`config.mk`:
```
export PLATFORM = sky130hd
export DESIGN_NAME = clip_ctrl_flat
export DESIGN_NICKNAME = d
export VERILOG_FILES = /design/src/rtl/clip_ctrl_if.sv /design/src/rtl/clip_ctrl.sv /design/src/flat_wrapper.sv
export SDC_FILE = /design/constraint.sdc
export NUM_CORES = 1
export LEC_CHECK = 0
export CAP_MARGIN = 25
export CORE_MARGIN = 4
export CORE_UTILIZATION = 34
export CTS_BUF_LIST = sky130_fd_sc_hd__clkbuf_8
export DETAILED_ROUTE_END_ITERATION = 8
export PLACE_DENSITY = 0.76
export SYNTH_ARGS = -nofsm -noshare
export SYNTH_HDL_FRONTEND = slang
export SYNTH_SLANG_ARGS = --single-unit
```
`constraint.sdc`:
```
create_clock -name clk -period 4.8 [get_ports clk]
set_input_delay 0.96 -clock clk [delete_from_list [all_inputs] [get_ports clk]]
set_output_delay 0.96 -clock clk [all_outputs]
set_load 0.01 [all_outputs]
```
`src/rtl/clip_ctrl_if.sv`:
```
// Bundles the line-clip controller's handshake and data signals.
// Points are packed as {x, y}, each a signed CW-bit coordinate.
//  in_*    : line input (valid/ready) from the upstream producer
//  clip_*  : current endpoints and outcodes to, and results from, the combinational clip step
//  out_*   : clipped line output (valid/ready) to the rasteriser
//  rej_cnt : saturating rejected-line count; iter_ovf: sticky forced-reject flag
// master = controller side, slave = environment side.
interface clip_ctrl_if #(
  parameter int unsigned CW = 16
);
  logic            in_valid;
  logic            in_ready;
  logic [2*CW-1:0] in_p0;
  logic [2*CW-1:0] in_p1;
  logic [2*CW-1:0] clip_p0;
  logic [2*CW-1:0] clip_p1;
  logic [3:0]      clip_oc0;
  logic [3:0]      clip_oc1;
  logic [2*CW-1:0] clip_q0;
  logic [2*CW-1:0] clip_q1;
  logic            clip_accept;
  logic            clip_reject;
  logic            out_valid;
  logic            out_ready;
  logic [2*CW-1:0] out_p0;
  logic [2*CW-1:0] out_p1;
  logic [15:0]     rej_cnt;
  logic            iter_ovf;

  modport master (
    input  in_valid, in_p0, in_p1, clip_q0, clip_q1, clip_accept, clip_reject, out_ready,
    output in_ready, clip_p0, clip_p1, clip_oc0, clip_oc1, out_valid, out_p0, out_p1,
    output rej_cnt, iter_ovf
  );

  modport slave (
    output in_valid, in_p0, in_p1, clip_q0, clip_q1, clip_accept, clip_reject, out_ready,
    input  in_ready, clip_p0, clip_p1, clip_oc0, clip_oc1, out_valid, out_p0, out_p1,
    input  rej_cnt, iter_ovf
  );
endinterface

```
`src/rtl/clip_ctrl.sv`:
```
// Iterative Cohen-Sutherland line-clip controller.
// Takes a line, computes endpoint outcodes, drives the external combinational clip step and
// loops on its results until accept (line emitted downstream) or reject (line dropped, counted).
// Ports:
//  clk   : system clock, rising edge
//  n_rst : asynchronous active-low reset
//  bus   : clip_ctrl_if.master (line in, clip step out/in, clipped line out, status)
module clip_ctrl #(
  parameter int unsigned CW       = 16,
  parameter int          XMIN     = 0,
  parameter int          XMAX     = 639,
  parameter int          YMIN     = 0,
  parameter int          YMAX     = 479,
  parameter int unsigned MAX_ITER = 4
) (
  input logic         clk,
  input logic         n_rst,
  clip_ctrl_if.master bus
);

  localparam int unsigned IW = (MAX_ITER > 1) ? $clog2(MAX_ITER) : 1;
  localparam logic [IW-1:0] IterLast = IW'(MAX_ITER - 1);

  localparam logic [3:0] OcTop    = 4'b1000;
  localparam logic [3:0] OcBottom = 4'b0100;
  localparam logic [3:0] OcRight  = 4'b0010;
  localparam logic [3:0] OcLeft   = 4'b0001;

  typedef enum logic [1:0] {StIdle, StCode, StStep, StOut} state_e;

  state_e          state_q;
  logic [2*CW-1:0] p0_q, p1_q;
  logic [3:0]      oc0_q, oc1_q;
  logic [IW-1:0]   iter_q;
  logic [2*CW-1:0] out_p0_q, out_p1_q;
  logic [15:0]     rej_cnt_q;
  logic            iter_ovf_q;

  function automatic logic [3:0] outcode(input logic [2*CW-1:0] p);
    logic signed [CW-1:0] x, y;
    x = p[2*CW-1:CW];
    y = p[CW-1:0];
    outcode = '0;
    if (int'(y) > YMAX) outcode |= OcTop;
    if (int'(y) < YMIN) outcode |= OcBottom;
    if (int'(x) > XMAX) outcode |= OcRight;
    if (int'(x) < XMIN) outcode |= OcLeft;
  endfunction

  function automatic logic [15:0] sat_inc(input logic [15:0] v);
    return (v == 16'hFFFF) ? v : v + 16'd1;
  endfunction

  always_ff @(posedge clk or negedge n_rst) begin
    if (!n_rst) begin
      state_q    <= StIdle;
      p0_q       <= '0;
      p1_q       <= '0;
      oc0_q      <= '0;
      oc1_q      <= '0;
      iter_q     <= '0;
      out_p0_q   <= '0;
      out_p1_q   <= '0;
      rej_cnt_q  <= '0;
      iter_ovf_q <= 1'b0;
    end else begin
      unique case (state_q)
        StIdle: begin
          if (bus.in_valid) begin
            p0_q    <= bus.in_p0;
            p1_q    <= bus.in_p1;
            iter_q  <= '0;
            state_q <= StCode;
          end
        end
        StCode: begin
          oc0_q   <= outcode(p0_q);
          oc1_q   <= outcode(p1_q);
          state_q <= StStep;
        end
        StStep: begin
          // Reject has priority over accept; forced reject once the pass budget is spent.
          if (bus.clip_reject) begin
            rej_cnt_q <= sat_inc(rej_cnt_q);
            state_q   <= StIdle;
          end else if (bus.clip_accept) begin
            out_p0_q <= bus.clip_q0;
            out_p1_q <= bus.clip_q1;
            state_q  <= StOut;
          end else if (iter_q == IterLast) begin
            rej_cnt_q  <= sat_inc(rej_cnt_q);
            iter_ovf_q <= 1'b1;
            state_q    <= StIdle;
          end else begin
            p0_q    <= bus.clip_q0;
            p1_q    <= bus.clip_q1;
            iter_q  <= iter_q + 1'b1;
            state_q <= StCode;
          end
        end
        StOut: begin
          if (bus.out_ready) state_q <= StIdle;
        end
        default: state_q <= StIdle;
      endcase
    end
  end

  assign bus.in_ready  = (state_q == StIdle);
  assign bus.out_valid = (state_q == StOut);
  assign bus.clip_p0   = p0_q;
  assign bus.clip_p1   = p1_q;
  assign bus.clip_oc0  = oc0_q;
  assign bus.clip_oc1  = oc1_q;
  assign bus.out_p0    = out_p0_q;
  assign bus.out_p1    = out_p1_q;
  assign bus.rej_cnt   = rej_cnt_q;
  assign bus.iter_ovf  = iter_ovf_q;

endmodule

```
`src/flat_wrapper.sv`:
```
// flat-port wrapper written by rule: the top's interface ports become plain ports
module clip_ctrl_flat 
#(
  parameter int unsigned CW       = 16,
  parameter int          XMIN     = 0,
  parameter int          XMAX     = 639,
  parameter int          YMIN     = 0,
  parameter int          YMAX     = 479,
  parameter int unsigned MAX_ITER = 4
)
  (clk, n_rst, bus_in_valid, bus_in_p0, bus_in_p1, bus_clip_q0, bus_clip_q1, bus_clip_accept, bus_clip_reject, bus_out_ready, bus_in_ready, bus_clip_p0, bus_clip_p1, bus_clip_oc0, bus_clip_oc1, bus_out_valid, bus_out_p0, bus_out_p1, bus_rej_cnt, bus_iter_ovf);
  clip_ctrl_if #(.CW(CW)) bus_i ();
  input logic clk;
  input logic n_rst;
  input wire logic [$bits(bus_i.in_valid)-1:0] bus_in_valid;
  input wire logic [$bits(bus_i.in_p0)-1:0] bus_in_p0;
  input wire logic [$bits(bus_i.in_p1)-1:0] bus_in_p1;
  input wire logic [$bits(bus_i.clip_q0)-1:0] bus_clip_q0;
  input wire logic [$bits(bus_i.clip_q1)-1:0] bus_clip_q1;
  input wire logic [$bits(bus_i.clip_accept)-1:0] bus_clip_accept;
  input wire logic [$bits(bus_i.clip_reject)-1:0] bus_clip_reject;
  input wire logic [$bits(bus_i.out_ready)-1:0] bus_out_ready;
  output wire logic [$bits(bus_i.in_ready)-1:0] bus_in_ready;
  output wire logic [$bits(bus_i.clip_p0)-1:0] bus_clip_p0;
  output wire logic [$bits(bus_i.clip_p1)-1:0] bus_clip_p1;
  output wire logic [$bits(bus_i.clip_oc0)-1:0] bus_clip_oc0;
  output wire logic [$bits(bus_i.clip_oc1)-1:0] bus_clip_oc1;
  output wire logic [$bits(bus_i.out_valid)-1:0] bus_out_valid;
  output wire logic [$bits(bus_i.out_p0)-1:0] bus_out_p0;
  output wire logic [$bits(bus_i.out_p1)-1:0] bus_out_p1;
  output wire logic [$bits(bus_i.rej_cnt)-1:0] bus_rej_cnt;
  output wire logic [$bits(bus_i.iter_ovf)-1:0] bus_iter_ovf;
  assign bus_i.in_valid = bus_in_valid;
  assign bus_i.in_p0 = bus_in_p0;
  assign bus_i.in_p1 = bus_in_p1;
  assign bus_i.clip_q0 = bus_clip_q0;
  assign bus_i.clip_q1 = bus_clip_q1;
  assign bus_i.clip_accept = bus_clip_accept;
  assign bus_i.clip_reject = bus_clip_reject;
  assign bus_i.out_ready = bus_out_ready;
  assign bus_in_ready = bus_i.in_ready;
  assign bus_clip_p0 = bus_i.clip_p0;
  assign bus_clip_p1 = bus_i.clip_p1;
  assign bus_clip_oc0 = bus_i.clip_oc0;
  assign bus_clip_oc1 = bus_i.clip_oc1;
  assign bus_out_valid = bus_i.out_valid;
  assign bus_out_p0 = bus_i.out_p0;
  assign bus_out_p1 = bus_i.out_p1;
  assign bus_rej_cnt = bus_i.rej_cnt;
  assign bus_iter_ovf = bus_i.iter_ovf;
  clip_ctrl #(.CW(CW), .XMIN(XMIN), .XMAX(XMAX), .YMIN(YMIN), .YMAX(YMAX), .MAX_ITER(MAX_ITER)) u_core (.clk(clk), .n_rst(n_rst), .bus(bus_i));
endmodule
```
* Word-level counts from Yosys, hierarchy flattened *
Cells that the tools add are included.

cells by class
  bitwise logic cells = 2
  magnitude comparators = 8
  shift operators = 0
  equal/unequal tests = 11
  div/mod/pow operators = 0
  $add $sub $neg = 2
  mux-type cells = 33
  reduce and logical (&&, ||, !) cells = 8
  multipliers = 0

operator list
  cell                   count
  $mux 32                8
  $pmux 32 s2            2
  $lt 16x1->1 const B    4
  $mux 16                4
  $gt 16x10->1 const B   2
  $gt 16x11->1 const B   2
  $mux 2                 10
  $add 16x1->16 const B  1
  $eq 16x16->1 const B   1
  $ne 2x2->1 const B     5
  $mux 4                 2
  $pmux 2 s4             1
  $eq 2x2->1 const B     3
  $mux 3                 2
  $reduce_and 3->1       2
  $reduce_and 5->1       1
  $pmux 2 s2             1
  $reduce_and 4->1       1
  $reduce_bool 2->1      2
  $mux 1                 3
  $add 2x1->2 const B    1
  $eq 2x1->1 const B     1
  $logic_not 2->1        1
  $ne 2x1->1 const B     1
  other kinds (2)        3

word-level totals
  output and inout bits = 155
  input port bits = 134
  bits in latches = 0
  register bits = 157
  bits in writable memories = 0
  memories kept = 0
  word-level logic and storage cells = 74
  ROM bits = 0

* Longest topological paths before layout *
Gate-level depths: netlist of the first run.

  word-level depth = 5
  depth in mapped cells = 7
  mapped depth without buffers = 5

* Worst setup path before layout of the first run *
Ideal clock, no wire load.

  path type = input to register
  from = input port bus_clip_accept
  to = register u_core.p1_q[15], in the netlist u_core.bus.clip_p1[15]
  buffers on the path = 2
  arrival time = 2127 ps
  setup time = 82 ps
  required time = 4718 ps
  stages on the path = 6
  slack = 2591 ps
  cell sequence = or4b_1 > a21oi_2 > buf_4 > buf_4 > nor2_1 > a31oi_1

on the way
  word-level cells in the longest chain between the ends = 2

ends and longest elaborated chain
  item                        RTL line            source
  from (decl)                 flat_wrapper.sv:20  input wire logic [$bits(bus_i.clip_accept)-1:0] bus_clip_accept;
  $ne 2x2->1 (no line)        -
  $reduce_and 5->1 (no line)  -
  to (signal assigned)        clip_ctrl.sv:71     p1_q <= bus.in_p1;
  to (signal assigned)        clip_ctrl.sv:96     p1_q <= bus.clip_q1;
  to (decl)                   clip_ctrl.sv:32     logic [2*CW-1:0] p0_q, p1_q;

No other way between the ends.
A chain may end at the register's enable or synchronous reset.

* Worst setup path after layout of the first run *
  from = input port bus_clip_reject
  to = register u_core.out_p1_q[19], in the netlist u_core.bus.out_p1[19]

on the way
  word-level cells in the longest chain between the ends = 2

ends and longest elaborated chain
  item                        RTL line            source
  from (decl)                 flat_wrapper.sv:21  input wire logic [$bits(bus_i.clip_reject)-1:0] bus_clip_reject;
  $not 1->1 (no line)         -
  $reduce_and 3->1 (no line)  -
  to (signal assigned)        clip_ctrl.sv:88     out_p1_q <= bus.clip_q1;
  to (decl)                   clip_ctrl.sv:35     logic [2*CW-1:0] out_p0_q, out_p1_q;

No other way between the ends.

==> flow_summary.toml, run 1 <==
[logic_synthesis]
synth_cells = 622
synthMuxAreaShare_pct = 12.0
synth_compound_area_share_pct = 8.30
yosys.area_share.simple_pct = 16.2
synth_nets = 758
synth-xor-area-share_pct = 1.57
avgSynthCellArea_sq_um = 10.7
synth_top_family_by_area = "simple AND/OR/NAND/NOR gates"
synth_top_area_share_pct = 58.8
syn_area_sq_um = 6680
synth_top_area_cell = "dfrtp_1"
ys_ff_latch = 157
synth.area.top_cells = "dfrtp_1, mux2_2, nand2_1"
ys_seq_area_share_pct = 58.8
synth-adder-area-share_pct = 0.375
yosysWarnings = 0
synthDistinctLibCells = 36

[timing]
rsz0062_at_grt = "no"
fin_crit_sh_pct = 57.3
min_period_ps = 2750
worst_slack_ps = 2050
tightest_slew_ps = 853
relSlewSlack_pct = 43.2
finalSetupViolations = 0
max_freq_ghz = 0.364
drv_slew = 0
finalHoldViolCount = 0
fin_setup_tns_ps = 0
finClkSkew_ps = 15.4

[final_layout]
diodes = 0
final_util_pct = 53.7
drive_gt1_share_pct = 12.4
area_growth_syn_to_layout_pct = 53.1
layout_common_cells = "clkdlybuf4s50_1, dfrtp_1, nand2_1, nor2_1, mux2_2"
mostFrequentLayoutCell = "clkdlybuf4s50_1"
nNetsFinal = 1035
instances_no_fill = 1172

[clock_network]
cts_resized = 0
clock_tree.buffer_depth = 2
cts_hold_buf = 0
cts_made_buffers = 17
cts_tree = "built"
clk_pin_slew_ps = 90
clk_root_buffer_cell = "clkbuf_8"
cts_sinks = 157
htreeDepth = 4
clock_latency_ps = 440
post_cts_buffers = 0

[worst_setup_path]
critical_path_required_ps = 5120
worstPathCellList = "clkdlybuf4s50_1 > nor2_1 > and2_2 > buf_12 > mux2_2"
crit_path_start_kind = "input pin"
crit_type = "in2reg"
cp_data_arrival_time_ps = 3070
path_delay_family = "simple AND/OR/NAND/NOR gates"
crit_buf_inv = 2
cpPeakStageDelay_ps = 710
cp_max_fo = 33
end_kind = "flip-flop"
cpMaxStageDelayCell = "and2_2"

[floorplan]
core-area_sq_um = 19000
dieArea_sq_um = 21900
die_h_microns = 148
pin_count = 289
row_count = 50
die_x_microns = 148
start_util_pct = 35.1

[route]
ant_nets = 0
drt_iter0_markers = 187
drc_errors = 0
vias = 5668
wire_per_inst_microns = 17.1
wl_mm = 20.0
routed_via_density = 4.84
drtPass1Iterations = 4

[run_status]
status = "finished, final reports clean"

[global_route]
grt_max_degree = 86
gr-usage-all-layers_pct = 18.1
grt_pass1_wl_mm = 31.6
grt_pass1_vias = 5706
grt_overflow = 0
grt_antenna_before_repair = 0

[power_and_ir_drop]
ir_drop_uv = 338
p_leak_nw = 4.28
power_density_nw_per_um2 = 625
finalPower_mw = 6.39

[place]
dp_slack_ps = 1560
placed_cells = 1140
port_buffers = 288
dpl.hpwl_mm = 14.3
place.gp.congestion = 0.812

[min_path]
hold_class = "reg2reg"

[run]
drv_cap = 0
==> synth_stat cells <==
cell type,number
dfrtp_1,157
nand2_1,139
nor2_1,73
mux2_2,70
a31oi_1,64
buf_2,19
clkbuf_1,14
xor2_1,12
nor3_1,9
nand3_1,6
nand4_1,6
nor4_1,5
a21o_1,4
buf_4,4
nand2b_1,4
o21ai_0,4
nor3b_1,3
o31ai_1,3
a311oi_1,2
and2_1,2
and3_1,2
and4_1,2
ha_1,2
inv_1,2
nor2b_1,2
o2111ai_1,2
a21boi_0,1
a21oi_2,1
a22o_1,1
mux2i_1,1
nor4_4,1
o21ai_1,1
o21bai_1,1
o31a_1,1
or4_1,1
or4b_1,1
==> path summary, 6_finish.rpt <==
kind | start | end | slack, ps | depth (start not counted)
worst max-delay path | bus_clip_reject | u_core.bus.out_p1[19] | 2050 | 5
worst min-delay path | u_core.bus.clip_oc1[1] | u_core.bus.clip_oc1[1] | 490 | 2
worst max register to register | u_core.state_q[0] | u_core.bus.out_p1[19] | 2380 | 5
worst min register to register | u_core.bus.clip_oc1[1] | u_core.bus.clip_oc1[1] | 490 | 2
max in group asynchronous | n_rst | u_core.bus.out_p1[20] | 3060 | 2
min in group asynchronous | n_rst | u_core.bus.clip_p1[21] | 570 | 1
==> where the power goes <==
part           switching [mW]  internal, mW
clock                   0.518         0.548
combinational            1.34          1.65
sequential              0.403          1.93
total                    2.26          4.13
==> state kept, by name, summed over array words and instances, names as in the netlist, 4 cells and up <==
| name | cells |
|---|---|
| u_core.bus.out_p1 | 32 |
| u_core.bus.rej_cnt | 16 |
| u_core.bus.clip_oc1 | 4 |
| u_core.bus.clip_p0 | 32 |
| u_core.bus.clip_oc0 | 4 |
| u_core.bus.out_p0 | 32 |
| u_core.bus.clip_p1 | 32 |
==> routing by layer <==
metal / global-route usage (%) / wire length, microns / up-vias
met1: 22.6 / 8360 / 2736
met2: 30.5 / 9880 / 195
li1: - / - / 2709
met4: 5.96 / 455 / 0
met5: 0 / 0 / -
met3: 4.97 / 1340 / 28
==> area by class of cell <==
| class | instances | area, sq um |
|---|---|---|
| repair buffers | 295 | 2950 |
| clock inverters | 13 | 166 |
| well taps | 260 | 325 |
| multi-input cells | 426 | 2580 |
| fillers | 1721 | 8800 |
| clock buffers | 19 | 262 |
| flip-flops and latches | 157 | 3930 |
| inverters | 2 | 7.51 |
==> logic make-up after synthesis <==
| family | Yosys count |
|---|---|
| AO/OA/AOI/OAI | 85 |
| XOR/XNOR | 12 |
| AND/OR/NAND/NOR | 256 |
| adder cells (fa/ha/maj) | 2 |
| multiplexers | 71 |
| buffers and inverters | 39 |
| flip-flops | 157 |
==> stage by stage <==
stage / hold WS, ps / area, sq um
3_5_place_dp: 477 / 9790
4_1_cts: 496 / 10200
5_1_grt: 520 / 10200
2_1_floorplan: 457 / 6680
3_3_place_gp: 462 / 9790
6_report: 489 / 10200
==> worst min-delay path, stage by stage (launching register included) <==
cell	delay, ps
dfrtp_1	350
nand2_1	50
o31ai_1	60
(Power assumes the default switching activity.)
==> inputs of run 2 (changes only) <==
- clock period: 4.8 -> 2.65 ns (I/O delays scaled with it)
==> flow_summary.toml, run 2 (synthesis gave the netlist of run 1 again) <==
[power_and_ir_drop]
p_clk_share_pct = 14.6
p_leak_nw = 4.30
switchingPower_mw = 4.08
ir_drop_uv = 607
p_int_mw = 7.30
power_frac_seq_pct = 37.3
power_density_nw_per_um2 = 1110
switching_share_pct = 35.9
power_frac_comb_pct = 48.1

[timing]
fin_crit_sh_pct = 85.6
drv_slew = 0
finalHoldViolCount = 0
max_freq_ghz = 0.441
worst_slack_ps = 382
finalSetupViolations = 0
fin_setup_tns_ps = 0
finClkSkew_ps = 17.9
rsz0062_at_grt = "no"
min_period_ps = 2270
tightest_slew_ps = 779
relSlewSlack_pct = 48.0

[run]
drv_cap = 0

[run_status]
status = "finished, final reports clean"

[clock_network]
post_cts_buffers = 0
cts_tree = "built"
clk_root_buffer_cell = "clkbuf_8"
cts_hold_buf = 0
clock_tree.buffer_depth = 2
cts_made_buffers = 17
cts_resized = 0
clock_latency_ps = 430
htreeDepth = 4
cts_sinks = 157
clk_pin_slew_ps = 90

[floorplan]
pin_count = 289
start_util_pct = 35.1
dieArea_sq_um = 21900
die_x_microns = 148
core-area_sq_um = 19000
row_count = 50
die_h_microns = 148

[worst_setup_path]
reg2reg_slack_ps = 590
crit_type = "reg2out"
critPathLaunch = "u_core.state_q[0]"
critical_path_required_ps = 2120
cp_max_fo = 9
cp_data_arrival_time_ps = 1740
reg2regPathDepth = 6
r2r_end = "u_core.bus.clip_p0[0]"
end_kind = "output pin"
worstSetupEndpoint = "bus_out_valid"
worstPathCellList = "and2_1 > clkdlybuf4s50_1"
r2r_start = "u_core.iter_q[0]"
crit_path_start_kind = "flip-flop"
cpPeakStageDelay_ps = 580
cpMaxStageDelayCell = "dfrtp_1"

[final_layout]
final_util_pct = 53.9
diodes = 0
final-seq-area_sq_um = 3930
mostFrequentLayoutCell = "clkdlybuf4s50_1"
drive_gt1_share_pct = 12.9
nNetsFinal = 1042
fillers = 1721
area_growth_syn_to_layout_pct = 53.6
final_cell_area_sq_um = 10300
layout_common_cells = "clkdlybuf4s50_1, dfrtp_1, nand2_1, nor2_1, mux2_2"
multiInputGateArea_sq_um = 2580

[route]
routed_via_density = 4.86
wl_mm = 20.5
wire_per_inst_microns = 17.4
drtPass1Iterations = 4
ant_nets = 0
vias = 5718
drc_errors = 0
drt_iter0_markers = 195

[place]
dp_slack_ps = 223
place.gp.congestion = 0.807
port_buffers = 288
dpl.hpwl_mm = 14.8
placed_area_sq_um = 9910

[global_route]
grt_pass1_vias = 5908
grt_overflow = 0
gr-usage-all-layers_pct = 18.6
grt_max_degree = 76
grt_pass1_wl_mm = 32.5
grt_antenna_before_repair = 0

[min_path]
hold_class = "in2async"
-- run 2: cell count changes in the layout (fill, tap and decap cells not counted) --
cell	change
buf_12	+5
buf_4	+2
bufinv_16	-2
clkbuf_8	-1
clkinv_2	+2
clkinv_4	-1
clkinvlp_4	+1
inv_6	+1
inv_8	-2
-- run 2: stage by stage --
step | cells | hold WS, ps | power [mW]
2_1_floorplan | 622 | 234 | 6.66
3_3_place_gp | 1147 | 444 | 9.70
3_5_place_dp | 1147 | 452 | 9.84
4_1_cts | 1177 | 21.5 | 11.5
5_1_grt | 1177 | 26.7 | 12.2
6_report | 1177 | 18.5 | 11.4
-- run 2: power by group through the flow --
stage | clock network [mW] | registers [mW] | logic (mW)
detailed placement | 0 | 4.29 | 5.56
finish | 1.66 | 4.25 | 5.48
global route | 1.82 | 4.40 | 5.93
global placement | 0 | 4.23 | 5.46
CTS | 1.72 | 4.25 | 5.57
floorplan | 0 | 4.67 | 1.99
-- run 2: worst min-delay path by stage --
stage	start	to	slack, ps	cells after the start
CTS	n_rst	u_core.bus.out_p1[26]	20	1
global route	n_rst	u_core.bus.clip_oc1[0]	30	1
detailed placement	u_core.bus.iter_ovf	u_core.bus.iter_ovf	450	1
floorplan	n_rst	u_core.bus.clip_oc0[0]	230	0
finish	n_rst	u_core.bus.out_p1[26]	20	1
global placement	u_core.bus.iter_ovf	u_core.bus.iter_ovf	440	1
-- run 2: routing by layer --
| metal | vias up | global-route usage [%] | share of wire [%] |
|---|---|---|---|
| met5 | - | 0 | 0 |
| met2 | 210 | 31.5 | 50 |
| met3 | 29 | 5.21 | 6.7 |
| met1 | 2760 | 23.0 | 41 |
| met4 | 0 | 6.05 | 2.2 |
| li1 | 2719 | - | - |
-- run 2: worst max-delay path, delay by kind of cell (launching register included) --
| kind | cells | cell delay, ps |
|---|---|---|
| flip-flops | 1 | 580 |
| buffers and inverters | 1 | 550 |
| AND/OR/NAND/NOR | 1 | 190 |
-- run 2: area by class of cell --
cell class,instances,share of cell area (%)
Clock buffer,18,2.42
Clock inverter,12,0.988
Inverter,2,0.0732
Multi-Input combinational cell,426,25.2
Sequential cell,157,38.3
Tap cell,260,3.17
Timing Repair Buffer,302,29.9
